File: config.mk
export PLATFORM = sky130hd
export DESIGN_NAME = imm_gen_pipe
export DESIGN_NICKNAME = d
export VERILOG_FILES = /design/src/rtl/imm_pkg.sv /design/src/rtl/imm_skid_buf.sv /design/src/rtl/imm_gen_pipe.sv
export SDC_FILE = /design/constraint.sdc
export NUM_CORES = 1
export LEC_CHECK = 0
export BUFFER_PORTS_ARGS = -buffer_cell sky130_fd_sc_hd__buf_2
export CAP_MARGIN = 10
export CORE_MARGIN = 2
export CORE_UTILIZATION = 50
export DETAILED_ROUTE_END_ITERATION = 12
export PLACE_DENSITY = 0.81
export SYNTH_ARGS = -nofsm -noshare
export SYNTH_HDL_FRONTEND = slang
export SYNTH_SLANG_ARGS = --single-unit
File: constraint.sdc
create_clock -name clk -period 4.85 [get_ports clk]
set_input_delay 0.485 -clock clk [delete_from_list [all_inputs] [get_ports clk]]
set_output_delay 0.485 -clock clk [all_outputs]
set_load 0.01 [all_outputs]
File: src/rtl/imm_pkg.sv
// Shared constants and helpers for the pipelined RV32/RV64 immediate generator.
// Extension is always computed 64 bits wide; callers keep the low XLEN bits.
package imm_pkg;

  localparam logic [2:0] IMM_I     = 3'd0;
  localparam logic [2:0] IMM_S     = 3'd1;
  localparam logic [2:0] IMM_B     = 3'd2;
  localparam logic [2:0] IMM_J     = 3'd3;
  localparam logic [2:0] IMM_U     = 3'd4;
  localparam logic [2:0] IMM_Z     = 3'd5;
  localparam logic [2:0] IMM_SH    = 3'd6;
  localparam logic [2:0] IMM_UNDEF = 3'd7;

  localparam logic [6:0] OP_LOAD   = 7'b0000011;
  localparam logic [6:0] OP_JALR   = 7'b1100111;
  localparam logic [6:0] OP_IMM    = 7'b0010011;
  localparam logic [6:0] OP_STORE  = 7'b0100011;
  localparam logic [6:0] OP_BRANCH = 7'b1100011;
  localparam logic [6:0] OP_JAL    = 7'b1101111;
  localparam logic [6:0] OP_LUI    = 7'b0110111;
  localparam logic [6:0] OP_AUIPC  = 7'b0010111;
  localparam logic [6:0] OP_SYSTEM = 7'b1110011;

  typedef enum logic [1:0] {
    SKID_EMPTY = 2'd0,
    SKID_ONE   = 2'd1,
    SKID_FULL  = 2'd2
  } skid_state_e;

  function automatic logic [2:0] imm_decode(input logic [31:0] instr);
    logic [2:0] f3;
    f3 = instr[14:12];
    case (instr[6:0])
      OP_LOAD, OP_JALR:  imm_decode = IMM_I;
      OP_IMM:            imm_decode = (f3 == 3'b001 || f3 == 3'b101) ? IMM_SH : IMM_I;
      OP_STORE:          imm_decode = IMM_S;
      OP_BRANCH:         imm_decode = IMM_B;
      OP_JAL:            imm_decode = IMM_J;
      OP_LUI, OP_AUIPC:  imm_decode = IMM_U;
      OP_SYSTEM:         imm_decode = f3[2] ? IMM_Z : IMM_I;
      default:           imm_decode = IMM_UNDEF;
    endcase
  endfunction

  function automatic logic [63:0] imm_extend(input logic [31:0] instr,
                                             input logic [2:0]  fmt,
                                             input logic        rv64);
    logic s;
    s = instr[31];
    case (fmt)
      IMM_I:   imm_extend = {{52{s}}, instr[31:20]};
      IMM_S:   imm_extend = {{52{s}}, instr[31:25], instr[11:7]};
      IMM_B:   imm_extend = {{51{s}}, instr[31], instr[7], instr[30:25], instr[11:8], 1'b0};
      IMM_J:   imm_extend = {{43{s}}, instr[31], instr[19:12], instr[20], instr[30:21], 1'b0};
      IMM_U:   imm_extend = {{32{s}}, instr[31:12], 12'b0};
      IMM_Z:   imm_extend = {59'b0, instr[19:15]};
      IMM_SH:  imm_extend = rv64 ? {58'b0, instr[25:20]} : {59'b0, instr[24:20]};
      default: imm_extend = 64'b0;
    endcase
  endfunction

endpackage

File: src/rtl/imm_skid_buf.sv
// Two-entry skid buffer with registered in_ready, so out_ready never reaches in_ready
// combinationally. state | meaning: EMPTY | no item; ONE | main holds head; FULL | main + skid held.
module imm_skid_buf
  import imm_pkg::*;
#(
  parameter int W = 33
) (
  input  logic         clk,
  input  logic         reset,
  input  logic         in_valid,
  output logic         in_ready,
  input  logic [W-1:0] in_data,
  output logic         out_valid,
  input  logic         out_ready,
  output logic [W-1:0] out_data
);

  skid_state_e  state_q, state_d;
  logic [W-1:0] main_q, main_d;
  logic [W-1:0] skid_q, skid_d;
  logic         in_ready_q, in_ready_d;
  logic         out_valid_q, out_valid_d;
  logic         in_xfer, out_xfer;

  assign in_xfer  = in_valid & in_ready_q;
  assign out_xfer = out_valid_q & out_ready;

  always_comb begin
    state_d = state_q;
    main_d  = main_q;
    skid_d  = skid_q;
    case (state_q)
      SKID_EMPTY: begin
        if (in_xfer) begin
          main_d  = in_data;
          state_d = SKID_ONE;
        end
      end
      SKID_ONE: begin
        if (in_xfer && out_xfer) begin
          main_d = in_data;
        end else if (in_xfer) begin
          skid_d  = in_data;
          state_d = SKID_FULL;
        end else if (out_xfer) begin
          state_d = SKID_EMPTY;
        end
      end
      SKID_FULL: begin
        if (out_xfer) begin
          main_d  = skid_q;
          state_d = SKID_ONE;
        end
      end
      default: state_d = SKID_EMPTY;
    endcase
    in_ready_d  = (state_d != SKID_FULL);
    out_valid_d = (state_d != SKID_EMPTY);
  end

  always_ff @(posedge clk) begin
    if (reset) begin
      state_q     <= SKID_EMPTY;
      main_q      <= '0;
      skid_q      <= '0;
      in_ready_q  <= 1'b1;
      out_valid_q <= 1'b0;
    end else begin
      state_q     <= state_d;
      main_q      <= main_d;
      skid_q      <= skid_d;
      in_ready_q  <= in_ready_d;
      out_valid_q <= out_valid_d;
    end
  end

  assign in_ready  = in_ready_q;
  assign out_valid = out_valid_q;
  assign out_data  = main_q;

endmodule

File: src/rtl/imm_gen_pipe.sv
// Pipelined immediate generator: format select, extension and illegal counting on the
// input side, one registered stage of buffering through a two-entry skid buffer.
module imm_gen_pipe
  import imm_pkg::*;
#(
  parameter int XLEN        = 32,
  parameter int AUTO_DECODE = 0,
  parameter int CNT_W       = 16
) (
  input  logic             clk,
  input  logic             reset,
  input  logic             in_valid,
  output logic             in_ready,
  input  logic [31:0]      instr,
  input  logic [2:0]       immsrc,
  output logic             out_valid,
  input  logic             out_ready,
  output logic [XLEN-1:0]  immext,
  output logic             illegal,
  output logic [CNT_W-1:0] ill_count
);

  logic [2:0]       fmt;
  logic [63:0]      ext64;
  logic [XLEN-1:0]  imm_in;
  logic             ill_in;
  logic [CNT_W-1:0] ill_count_q, ill_count_d;

  always_comb begin
    fmt = immsrc;
    if (AUTO_DECODE != 0) fmt = imm_decode(instr);
  end

  assign ext64  = imm_extend(instr, fmt, XLEN == 64);
  assign ill_in = (fmt == IMM_UNDEF);

  generate
    if (XLEN == 64) begin : g_rv64
      assign imm_in = ext64;
    end else begin : g_rv32
      logic unused_hi;
      assign imm_in    = ext64[31:0];
      assign unused_hi = ^ext64[63:32];
    end
  endgenerate

  // Counts at acceptance, not at output, so backpressure cannot delay it.
  always_comb begin
    ill_count_d = ill_count_q;
    if (in_valid && in_ready && ill_in && !(&ill_count_q))
      ill_count_d = ill_count_q + CNT_W'(1);
  end

  always_ff @(posedge clk) begin
    if (reset) ill_count_q <= '0;
    else       ill_count_q <= ill_count_d;
  end

  assign ill_count = ill_count_q;

  imm_skid_buf #(.W(XLEN + 1)) u_skid (
    .clk       (clk),
    .reset     (reset),
    .in_valid  (in_valid),
    .in_ready  (in_ready),
    .in_data   ({ill_in, imm_in}),
    .out_valid (out_valid),
    .out_ready (out_ready),
    .out_data  ({illegal, immext})
  );

endmodule
; Yosys cells after proc, flatten, opt, wreduce, memory -nomap -nowiden
; Cells that the tools add are included.
; W data, S select, Z words.
[op_classes]
eq_ne = 13
addsub = 1
reduce_logical = 12
n_mux = 11
bitwise_logic = 3
[ops]
columns = op, count
row1 = $pmux W32 S7, 1
row2 = $mux W33, 3
row3 = $pmux W33 S3, 1
row4 = $add A16 B1 Y16 const B, 1
row5 = $reduce_and A16 Y1, 1
row6 = $eq A3 B3 Y1 const B, 4
row7 = $mux W2, 5
row8 = $eq A3 B2 Y1 const B, 2
row9 = $ne A2 B1 Y1 const B, 3
row10 = $pmux W2 S3, 1
row11 = $logic_and A1 B1 Y1, 4
row12 = $reduce_and A4 Y1, 1
row13 = $eq A3 B1 Y1 const B, 1
row14 = $logic_not A3 Y1, 1
row15 = $reduce_and A3 Y1, 1
row16 = $reduce_bool A3 Y1, 1
row17 = $and A1 B1 Y1, 2
row18 = $eq A2 B1 Y1 const B, 1
row19 = $eq A2 B2 Y1 const B, 1
row20 = $logic_not A2 Y1, 1
row21 = $ne A2 B2 Y1 const B, 1
row22 = $reduce_bool A2 Y1, 1
row23 = $logic_not A1 Y1, 1
row24 = $not A1 Y1, 1
[totals]
out_inout_bits = 51
word_cells = 46
regBits = 86
input_bits = 39

; Depth between registers and ports, before layout
; Gate-level depths: netlist of run 1.
[logic_depth]
depth_word = 6
depth_mapped = 6

; Hierarchy
; From an unflattened synthesis of run 1, not the netlist that was laid out.
[unflattened]
cells_unflattened = 513
hier_area_um2 = 4932.2
[modules_own_cells]
columns = module, area_per_inst_um2, cells_per_inst, seq_area_each_um2, n_inst
row1 = imm_skid_buf, 3484.6, 326, 1401.3, 1
row2 = imm_gen_pipe, 1447.6, 187, 320.3, 1

; Least setup slack after synthesis of run 1
; No wires, ideal clock.
[synth_path]
path_kind = in2reg
from = in immsrc[0]
to = reg ill_count_q[9] (netlist: ill_count[9])
slack_ns = 3.009
n_path_buf = 2
arrival_ns = 1.721
stages = 6
setup_time_ns = 0.121
path_cell_list = buf_2 and3_1 buf_2 nand3_2 a2111oi_0 mux2_2
[synth_between]
elab_chain_cells = 3
[synth_rtl]
columns = item, line
row1 = start: declaration, imm_gen_pipe.sv:15  ; input logic [2:0] immsrc,
row2 = $eq A3 B3 Y1, imm_gen_pipe.sv:35  ; assign ill_in = (fmt == IMM_UNDEF);
row3 = $logic_and A1 B1 Y1 (2 in series), imm_gen_pipe.sv:50  ; if (in_valid && in_ready && ill_in && !(&ill_count_q))
row4 = end signal: assignment, imm_gen_pipe.sv:56  ; else ill_count_q <= ill_count_d;
row5 = end: declaration, imm_gen_pipe.sv:27  ; logic [CNT_W-1:0] ill_count_q, ill_count_d;
; Every way passes these cells.
; A chain may end at the register's enable or synchronous reset.

; Worst setup path in the final report of run 1
[layout_path]
from = reg ill_count_q[1] (netlist: ill_count[1])
to = reg ill_count_q[9] (netlist: ill_count[9])
[layout_between]
elab_chain_cells = 3
word_cells_on_any_way = 4
classes_between = 1 x add/sub / 3 x reduce/logical
[layout_rtl]
columns = item
row1 = branches (longest 3 deep; another with $add A16 B1 Y16)
; Parallel ways; which one is timed is not known.

==> impl_results.md, run 1 <==
* Max FO, Critical Path at 11
* Final Wtd Congestion at 0.869
* H-tree Lvls at 3
* RSZ-0062 raised after global routing: false
* Max cap viols at 0
* Drt via density at 6.05
* Peak Freq at 395 MHz
* Worst r2r dst: ill_count[9]
* First-pass GRT wire length at 17.7 mm
* Antenna violations before repair at 0
* Mapped Area at 0.00428 mm^2
* Synth Flop Type: dfxtp_1
* Required time of the critical path at 5.10 ns
* Share of cells above drive strength 1 at 20.2%
* CTS clock-pin slew for the worst setup and hold paths at 0.08 ns
* Yosys warning count at 0
* Post-route DRC at 0
* Final Max Slew Viols at 0
* Antenna Cells at 0
* Total gr overflow at 0
* GRT Total Usage at 24.2%
* Min-Delay Path Depth at 2
* Clock Skew at 0.00769 ns
* Post-route clock period utilization at 52.2%
* Startpoint types: flip-flop
* WL met2 at 5.24 mm
* Io pins at 90
* Num CTS Buffers at 9
* Largest net degree at the start of global routing at 79
* Die Wd at 96.5 um
* Drt first pass iters at 5
* Kind of critical path: flip-flop to flip-flop
* DR vias at 4206
* CTS tree: yes
* # nets final at 626
* Metal3 WL at 702 um
* Clock insertion delay at the later pin of the skew report at 0.35 ns
* Post-CTS setup buffer count at 0
* Die height at 96.5 um
* Highest Signal Layer: met4
* Status: completed
* DRT Wirelength at 11.0 mm
* Syn_nets at 576
* Pwr dens at 332 mW/mm^2
* Max Buffers Root-to-Sink at 2
* Cts hold-fix bufs at 0
* Initial Util at 51.8%
* CORE AREA at 0.00826 mm^2
* Drt wl/cell at 15.8 um
* DRT iter0 DRCs at 345
* Synth cell types at 53
* Root Driver: clkbuf_8
* FF-to-FF setup slack at 2.32 ns
* Async set-reset flop share out of synthesis at 0%
* Post-CTS Resized at 0
* Final Setup Violations at 0
* FF+latch count, synth at 86
* Final ANT Viol Nets at 0
* Post-Syn Instances at 536
* Syn Area/Cell at 7.98 um^2
* CP Capture Type: flip-flop
* Vias in the first global route at 3665
* Hold Path Sink: u_skid.skid_q[7]
* Area growth from synthesis to layout at 13.3%
* Worst EP arrival at 2.78 ns
* Setup TNS at 0 ns
* Final hold vios at 0
* HPWL after DPL at 7.29 mm
* Cell Rows at 33
* Post-synth EDFFs at 0
* Met1 Wirelength at 4.93 mm
* RR Startpoint: ill_count[1]
* Hold path startpoint: u_skid.skid_q[7]
* Crit path time final at 2.53 ns
* Worst slew pin tran at 1.17 ns
* Sink Count at 86
* Port Buffers at 82
* WHS at 0.458 ns
* Yosys top cell area share at 40.2%
* Die area at 0.00931 mm^2
* Slew headroom at 21.5%
* Leakage at 1.89 nW
* Sequential element share of the synthesized area at 40.2%
* Reg2reg path depth at 5
* Max VDD drop at 0.151 mV
* Cell taking the most area after synthesis: dfxtp_1
* Dominant cells by area after synthesis: dfxtp_1 (40%), nand2_1 (5.6%), a21oi_1 (5.3%), nor2_1 (5.2%), nor3_1 (4.3%)
* Hold Path Class: flip-flop to flip-flop
critical path, cell delays in order, from the launching register on:
cell	delay (ns)
dfxtp_1	0.42
ha_1	0.21
nand3_1	0.22
nor3_1	0.96
a2111oi_0	0.29
mux2_2	0.34
synthesized netlist by cell type, types with 2 or more instances:
master     instances
o2111ai_1          3
buf_1              2
o31ai_1            3
buf_2             16
a211oi_1          17
o21a_1             3
o221ai_1           3
inv_1              6
o211ai_1           3
nand4_1           11
o41ai_1            8
and2_0             2
clkbuf_1          29
and3_1             2
nor4_1             5
dfxtp_1           86
nand2b_1           2
nor2b_1           19
a22oi_1            3
mux2_2            15
and4b_1            2
or4_1              2
nand3_1           15
a311oi_1          12
o32ai_1           11
mux2i_1            6
nand2_1           64
nand3b_1           9
nor3_1            37
a21oi_1           45
and2_1            13
nor2_1            59
o21ai_0            3
state kept, by name, indices dropped and copies added (netlist names):
register and cells:
ill_count 16, u_skid.in_ready 1, u_skid.out_data 33, u_skid.out_valid 1, u_skid.skid_q 33, u_skid.state_q 2
cell type report:
class,instances,area [um^2]
Clock buffer,11,141
Clock inverter,4,47.5
Fill cell,781,3410
Inverter,6,22.5
Multi-Input combinational cell,396,2340
Sequential cell,86,1720
Tap cell,105,131
Timing Repair Buffer,87,448
worst max path at each step:
stage,start,endpoint,slack [ns],depth (start not counted)
after CTS,ill_count[1],ill_count[9],2.35,5
final,ill_count[1],ill_count[9],2.32,5
after global placement,out_ready,u_skid.out_data[29],2.34,5
after floorplan,immsrc[0],ill_count[9],3.01,6
after detailed placement,out_ready,u_skid.out_data[25],2.28,5
after global routing,ill_count[0],ill_count[9],2.11,5
cells by family after synthesis:
group	count (synthesis)	synth area share, %
and+or+nand+nor	249	28.5
AOI/OAI and AO/OA	124	20.1
DFF	86	40.2
buffers and inverters	54	5.29
muxes	21	5.35
xor gates and xnor gates	1	0.205
adders and majority gates	1	0.292
where the power goes:
part / internal, mW / switching [mW] / leakage, nW
clock: 0.248 / 0.248 / 0.0952
sequential: 0.763 / 0.0324 / 0.701
combinational: 0.118 / 0.201 / 1.09
stage by stage:
step           setup WS [ns]  utilization, %  std cells  power (mW)  area (um^2)
6_report                2.32            58.7        695        1.61         4850
5_1_grt                 2.11            58.7        695        1.69         4850
2_1_floorplan           3.01               -        536        1.03         4280
3_3_place_gp            2.34            56.4        680        1.12         4660
3_5_place_dp            2.28            56.4        680        1.13         4660
4_1_cts                 2.35            58.7        695        1.62         4850
per-layer routing:
metal / track usage, % / up-vias
met5: 0 / -
met4: 8.22 / 0
met3: 3.10 / 11
met2: 39.2 / 164
met1: 33.3 / 1984
li1: - / 2047
layout by cell type, fill, tap and decap left out, drive strengths merged, types with 4 or more instances in the layout:
master  instances
a211oi         17
mux2i           6
nor4            5
dfxtp          86
a21oi          46
nand3b          9
o41ai           8
nand3          16
o32ai          11
mux2           15
inv             6
nor2b          19
o21ai           4
a311oi         12
nand2          64
nand4          11
buf            87
clkbuf         11
nor2           59
nor3           37
and2           15
No activity file was read; power rests on OpenSTA's default activity.
==> inputs of run 2 (changes only) <==
--- a/config.mk
+++ b/config.mk
@@ -5,6 +5,7 @@
 export SDC_FILE = /design/constraint.sdc
 export NUM_CORES = 1
 export LEC_CHECK = 0
+export ABC_AREA = 1
 export BUFFER_PORTS_ARGS = -buffer_cell sky130_fd_sc_hd__buf_2
 export CAP_MARGIN = 10
 export CORE_MARGIN = 2
==> constraint.sdc (replaced) <==
create_clock -name clk -period 2.6 [get_ports clk]
set_input_delay 0.26 -clock clk [delete_from_list [all_inputs] [get_ports clk]]
set_output_delay 0.26 -clock clk [all_outputs]
set_load 0.01 [all_outputs]
==> run 2 against run 1 <==
- hold slack got worse by 0.27 ns
- critical path depth rose by 2
- clock power rose by 70%
- critical path type unchanged
==> impl_results.md, run 2 <==
* Max FO, Critical Path at 15
* Cell taking the most area after synthesis: dfxtp_1
* Reg2reg path depth at 7
* Crit path time final at 1.72 ns
* Initial Util at 50.6%
* Post-route clock period utilization at 66.3%
* Most frequent cells in the layout: nand2_1 (131), dfxtp_1 (86), buf_2 (82)
* Worst slack, placed at 0.815 ns
* Max VDD drop at 0.376 mV
* Io pins at 90
* Die Wd at 94.5 um
* DRT iter0 DRCs at 298
* Syn_nets at 624
* FF-to-FF setup slack at 0.88 ns
* Hold Path Class: input port to flip-flop
* Yosys warning count at 0
* Kind of critical path: flip-flop to flip-flop
* Post-synth EDFFs at 0
* HPWL after DPL at 7.14 mm
* Final hold vios at 0
* Slew headroom at 53.9%
* Drt via density at 5.42
* Synth Flop Type: dfxtp_1
* Clock Skew at 0.0150 ns
* DR vias at 4133
* Final setup margin at 0.877 ns
* Mapped Area at 0.00410 mm^2
* Post-Syn Instances at 584
* Root Driver: clkbuf_8
* CORE AREA at 0.00809 mm^2
* Cts hold-fix bufs at 0
* Die height at 94.5 um
* Max Buffers Root-to-Sink at 2
* CTS tree: yes
* Peak Freq at 580 MHz
* Syn Area/Cell at 7.02 um^2
* Total gr overflow at 0
* Die area at 0.00894 mm^2
* Post-route DRC at 0
* Final Wtd Congestion at 0.880
* Required time of the critical path at 2.89 ns
* RSZ-0062 raised after global routing: false
* Final ANT Viol Nets at 0
* Final Max Slew Viols at 0
* H-tree Lvls at 3
* Setup TNS at 0 ns
* Num CTS Buffers at 9
* Vias in the first global route at 3791
* Final Setup Violations at 0
* Max cap viols at 0
* Commonest non-fill, non-tap cell in the layout: nand2_1
* CTS clock-pin slew for the worst setup and hold paths at 0.09 ns
* Status: completed
* First-pass GRT wire length at 17.4 mm
* Startpoint types: flip-flop
* CP Capture Type: flip-flop
* Largest net degree at the start of global routing at 41
* Worst slew pin tran at 0.691 ns
* Share of cells above drive strength 1 at 19.2%
* Synth cell types at 35
* GRT Total Usage at 24.5%
* Worst EP arrival at 2.02 ns
* Sequential element share of the synthesized area at 42.0%
* Clock insertion delay at the later pin of the skew report at 0.36 ns
* Synth cell count leaders: nand2_1 (131), dfxtp_1 (86), a21oi_1 (73)
* Sink Count at 86
* Port Buffers at 82
* Dominant cells by area after synthesis: dfxtp_1 (42%), nand2_1 (12%), a21oi_1 (8.9%), o21ai_0 (8.7%), nor2_1 (5.7%)
* FF+latch count, synth at 86
* Antenna Cells at 0
* # nets final at 692
* Drt wl/cell at 14.0 um
* Yosys top cell area share at 42.0%
* Post-CTS setup buffer count at 0
* Post-CTS Resized at 0
* Pwr dens at 654 mW/mm^2
* Min-Delay Path Depth at 3
* Count leader, synth: nand2_1
* Async set-reset flop share out of synthesis at 0%
* Antenna violations before repair at 0
* WHS at 0.186 ns
* Cell Rows at 33
* Area growth from synthesis to layout at 15.0%
* DRT Wirelength at 10.7 mm
* Drt first pass iters at 5
* Leakage at 2.13 nW
## run 2: cell types whose count changed in the layout (fill, tap and decap cells not counted), sizes merged, moves of 19 or more
cell   before  now
nor3       37    1
nand2      64  136
o21ai       4   74
a21oi      46   78
nor2b      19    0
inv         6   43
## run 2: area by class of cell
type	instances	area [um^2]
clock inverters	4	22.5
fillers	814	3380
well taps	105	131
inverters	44	165
flip-flops and latches	86	1720
repair buffers	91	478
clock buffers	12	145
multi-input cells	420	2050
## run 2: power by group
group          total [mW]  switching (mW)  leakage (nW)  internal [mW]
Combinational       0.694           0.447          1.34          0.247
Clock               0.844           0.475        0.0861          0.370
Sequential           1.55          0.0753         0.703           1.47
Total                3.08           0.997          2.13           2.09
## run 2: cell families after synthesis
family / after synthesis / synth area share, %
xor+xnor: 6 / 1.28
buf+inv: 78 / 8.00
compound gates: 178 / 23.9
simple gates: 235 / 24.5
flops: 86 / 42.0
fa+ha+maj: 1 / 0.305
## run 2: critical path, cell delays in order, from the launching register on
cell,delay (ns)
dfxtp_1,0.45
ha_1,0.29
nand3_2,0.13
inv_2,0.09
nand3_2,0.10
o21bai_4,0.35
nand2_1,0.09
a21oi_1,0.17
## run 2: final timing paths
kind	startpoint	to
hold / removal	instr[12]	u_skid.skid_q[12]
hold reg to reg	u_skid.skid_q[28]	u_skid.skid_q[28]
setup reg to reg	ill_count[0]	ill_count[11]
setup / recovery	ill_count[0]	ill_count[11]
## run 2: through the flow
step                area, um^2  util [%]  total power, mW  cells
finish                    4710      58.2             3.08    762
global route              4710      58.2             3.25    762
CTS                       4710      58.2             3.09    762
detailed placement        4540      56.2             2.26    746
global placement          4540      56.2             2.24    746
floorplan                 4100         -             2.02    584
## run 2: routing by layer
layer	global-route usage (%)	share of wire [%]	vias to the layer above
li1	-	-	2069
met1	31.4	44	1863
met2	39.8	46	173
met3	4.87	7.2	28
met4	11.2	1.9	0
met5	0	0	-
==> inputs of run 3 (changes only) <==
==> constraint.sdc (replaced) <==
create_clock -name clk -period 1.6 [get_ports clk]
set_input_delay 0.16 -clock clk [delete_from_list [all_inputs] [get_ports clk]]
set_output_delay 0.16 -clock clk [all_outputs]
set_load 0.01 [all_outputs]
==> run 3 against run 2 <==
- hold slack got worse by 0.080 ns
- sequential power rose by 62%
- global-route usage fell by 0.26 points
- combinational power grew 69%
- setup slack lost 0.83 ns
- routed wire length shrank 1.3%
- clock power rose by 82%
- critical path depth increased by 1
- fmax up 11%
- count of clock-buffer cells in the layout rose by 1
- sequential share of layout area decreased by 1.4 points
- first-iteration DRC count fell by 6.4%
==> impl_results.md, run 3 (same netlist as run 2, synthesis figures left out) <==
* Hold Path Class: input port to flip-flop
* CTS clock-pin slew for the worst setup and hold paths at 0.09 ns
* Worst EP arrival at 1.77 ns
* Final Wtd Congestion at 0.946
* Area growth from synthesis to layout at 19.8%
* Levels on crit path at 8
* Port Buffers at 82
* Cell Rows at 33
* Max cap viols at 0
* CP max-delay cell: dfxtp_1
* Final ANT Viol Nets at 0
* Slew headroom at 77.9%
* DR vias at 4162
* GRT Total Usage at 24.2%
* Total power at 5.23 mW
* Post-route DRC at 0
* CORE AREA at 0.00809 mm^2
* Total gr overflow at 0
* Required time of the critical path at 1.82 ns
* Util after Layout at 60.6%
* GRT busiest layer: met2
* Bufs and invs on worst path at 1
* H-tree Lvls at 3
* Final Max Slew Viols at 0
* Worst slack, placed at 0.0776 ns
* Drt wl/cell at 13.6 um
* FF/Latch Area at 0.00172 mm^2
* Final hold vios at 0
* Num CTS Buffers at 9
* Commonest non-fill, non-tap cell in the layout: nand2_1
* Max Buffers Root-to-Sink at 2
* DRT iter0 DRCs at 279
* Crit path cell chain: ha_2 > nand3_2 > inv_2 > nand3_2 > nor2_2 > nor2_2 > nand2_1 > a21oi_1
* Filler instances at 784
* Clock insertion delay at the later pin of the skew report at 0.35 ns
* Reg2reg path depth at 8
* Die Wd at 94.5 um
* Drt via density at 5.38
* Die area at 0.00894 mm^2
* Worst r2r dst: ill_count[14]
* HPWL after DPL at 6.98 mm
* FF-to-FF setup slack at 0.05 ns
* # nets final at 704
* Sink Count at 86
* Antenna Cells at 0
* Setup crit end: ill_count[14]
* Share of cells above drive strength 1 at 21.4%
* Placed Cells at 756
* Worst slew pin tran at 0.330 ns
* DRT Wirelength at 10.5 mm
* Max FO, Critical Path at 7
* Max VDD drop at 0.548 mV
* Antenna violations before repair at 0
* Startpoint types: flip-flop
* Routing usage on met1 at 30.4%
* Largest delay share family, worst path: simple AND/OR/NAND/NOR gates
* CTS tree: yes
* Cts hold-fix bufs at 0
* RR Startpoint: ill_count[0]
* Die height at 94.5 um
* Vias in the first global route at 3867
* Kind of critical path: flip-flop to flip-flop
* Multi-input logic area at 0.00206 mm^2
* RSZ-0062 raised after global routing: true
* WHS at 0.105 ns
* CP startpoint: ill_count[0]
* Max incr delay on CP at 0.35 ns
* Most frequent cells in the layout: nand2_1 (131), dfxtp_1 (84), buf_2 (82)
* Root Driver: clkbuf_8
* Pwr dens at 1070 mW/mm^2
* Post-route clock period utilization at 97.1%
* Io pins at 90
* Met2 usage at 41.2%
* Clock Skew at 0.0112 ns
* Leakage at 2.23 nW
* Crit path time final at 1.55 ns
* Drt first pass iters at 5
* Largest net degree at the start of global routing at 60
* Peak Freq at 644 MHz
* GR met3 Demand/Resource at 4.55%
* Hold path startpoint: instr[12]
* First-pass GRT wire length at 17.3 mm
* Post-Layout Cell Count at 774
* Final Setup Violations at 0
* Final setup margin at 0.0460 ns
* Status: completed
* CP Capture Type: flip-flop
* Initial Util at 50.6%
-- run 3: changes by cell type in the layout (fill, tap and decap cells not counted), moves of 2 or more --
cell,change
dfxtp_1,-2
dfxtp_2,+2
buf_4,+6
buf_12,+5
nor2_2,+3
clkinv_2,-2
nor2_1,-2
-- run 3: area by class of cell --
type	count	share of cell area, %
Clock buffer	13	3.24
Multi-Input combinational cell	421	42.0
Tap cell	105	2.68
Timing Repair Buffer	102	12.7
Clock inverter	3	0.867
Sequential cell	86	35.1
Inverter	44	3.37
-- run 3: per-layer routing --
metal | routed length (um) | vias up
met3 | 662 | 20
met4 | 179 | 0
met2 | 5040 | 147
met1 | 4660 | 1902
met5 | 0 | -
li1 | - | 2093
-- run 3: repair_timing --
action	in CTS	in global routing
resized for setup	0	4
endpoints found under the setup margin	0	16
hold endpoints to repair	0	0
setup buffers	0	1
-- run 3: worst register-to-register path, cell delays in order (launching register included) --
cell,delay [ns]
dfxtp_1,0.35
ha_2,0.23
nand3_2,0.14
inv_2,0.09
nand3_2,0.11
nor2_2,0.23
nor2_2,0.14
nand2_1,0.09
a21oi_1,0.06
-- run 3: report_power, final --
part | switching, mW | total (mW) | internal [mW]
registers | 0.122 | 2.51 | 2.39
clock network | 0.737 | 1.54 | 0.807
logic | 0.729 | 1.17 | 0.446
-- run 3: worst min path at each step --
stage	to	slack (ns)	cells after the start
finish	u_skid.skid_q[12]	0.11	3
floorplan	u_skid.skid_q[12]	0.34	2
detailed placement	u_skid.skid_q[27]	0.45	2
CTS	u_skid.skid_q[12]	0.09	3
global placement	u_skid.skid_q[29]	0.44	2
global route	u_skid.skid_q[12]	0.12	3
-- run 3: stage by stage --
step                      instance area, um^2  setup TNS, ns
after global routing                     4910         -0.316
after floorplan                          4100              0
after CTS                                4870              0
final                                    4910              0
after global placement                   4670              0
after detailed placement                 4670              0
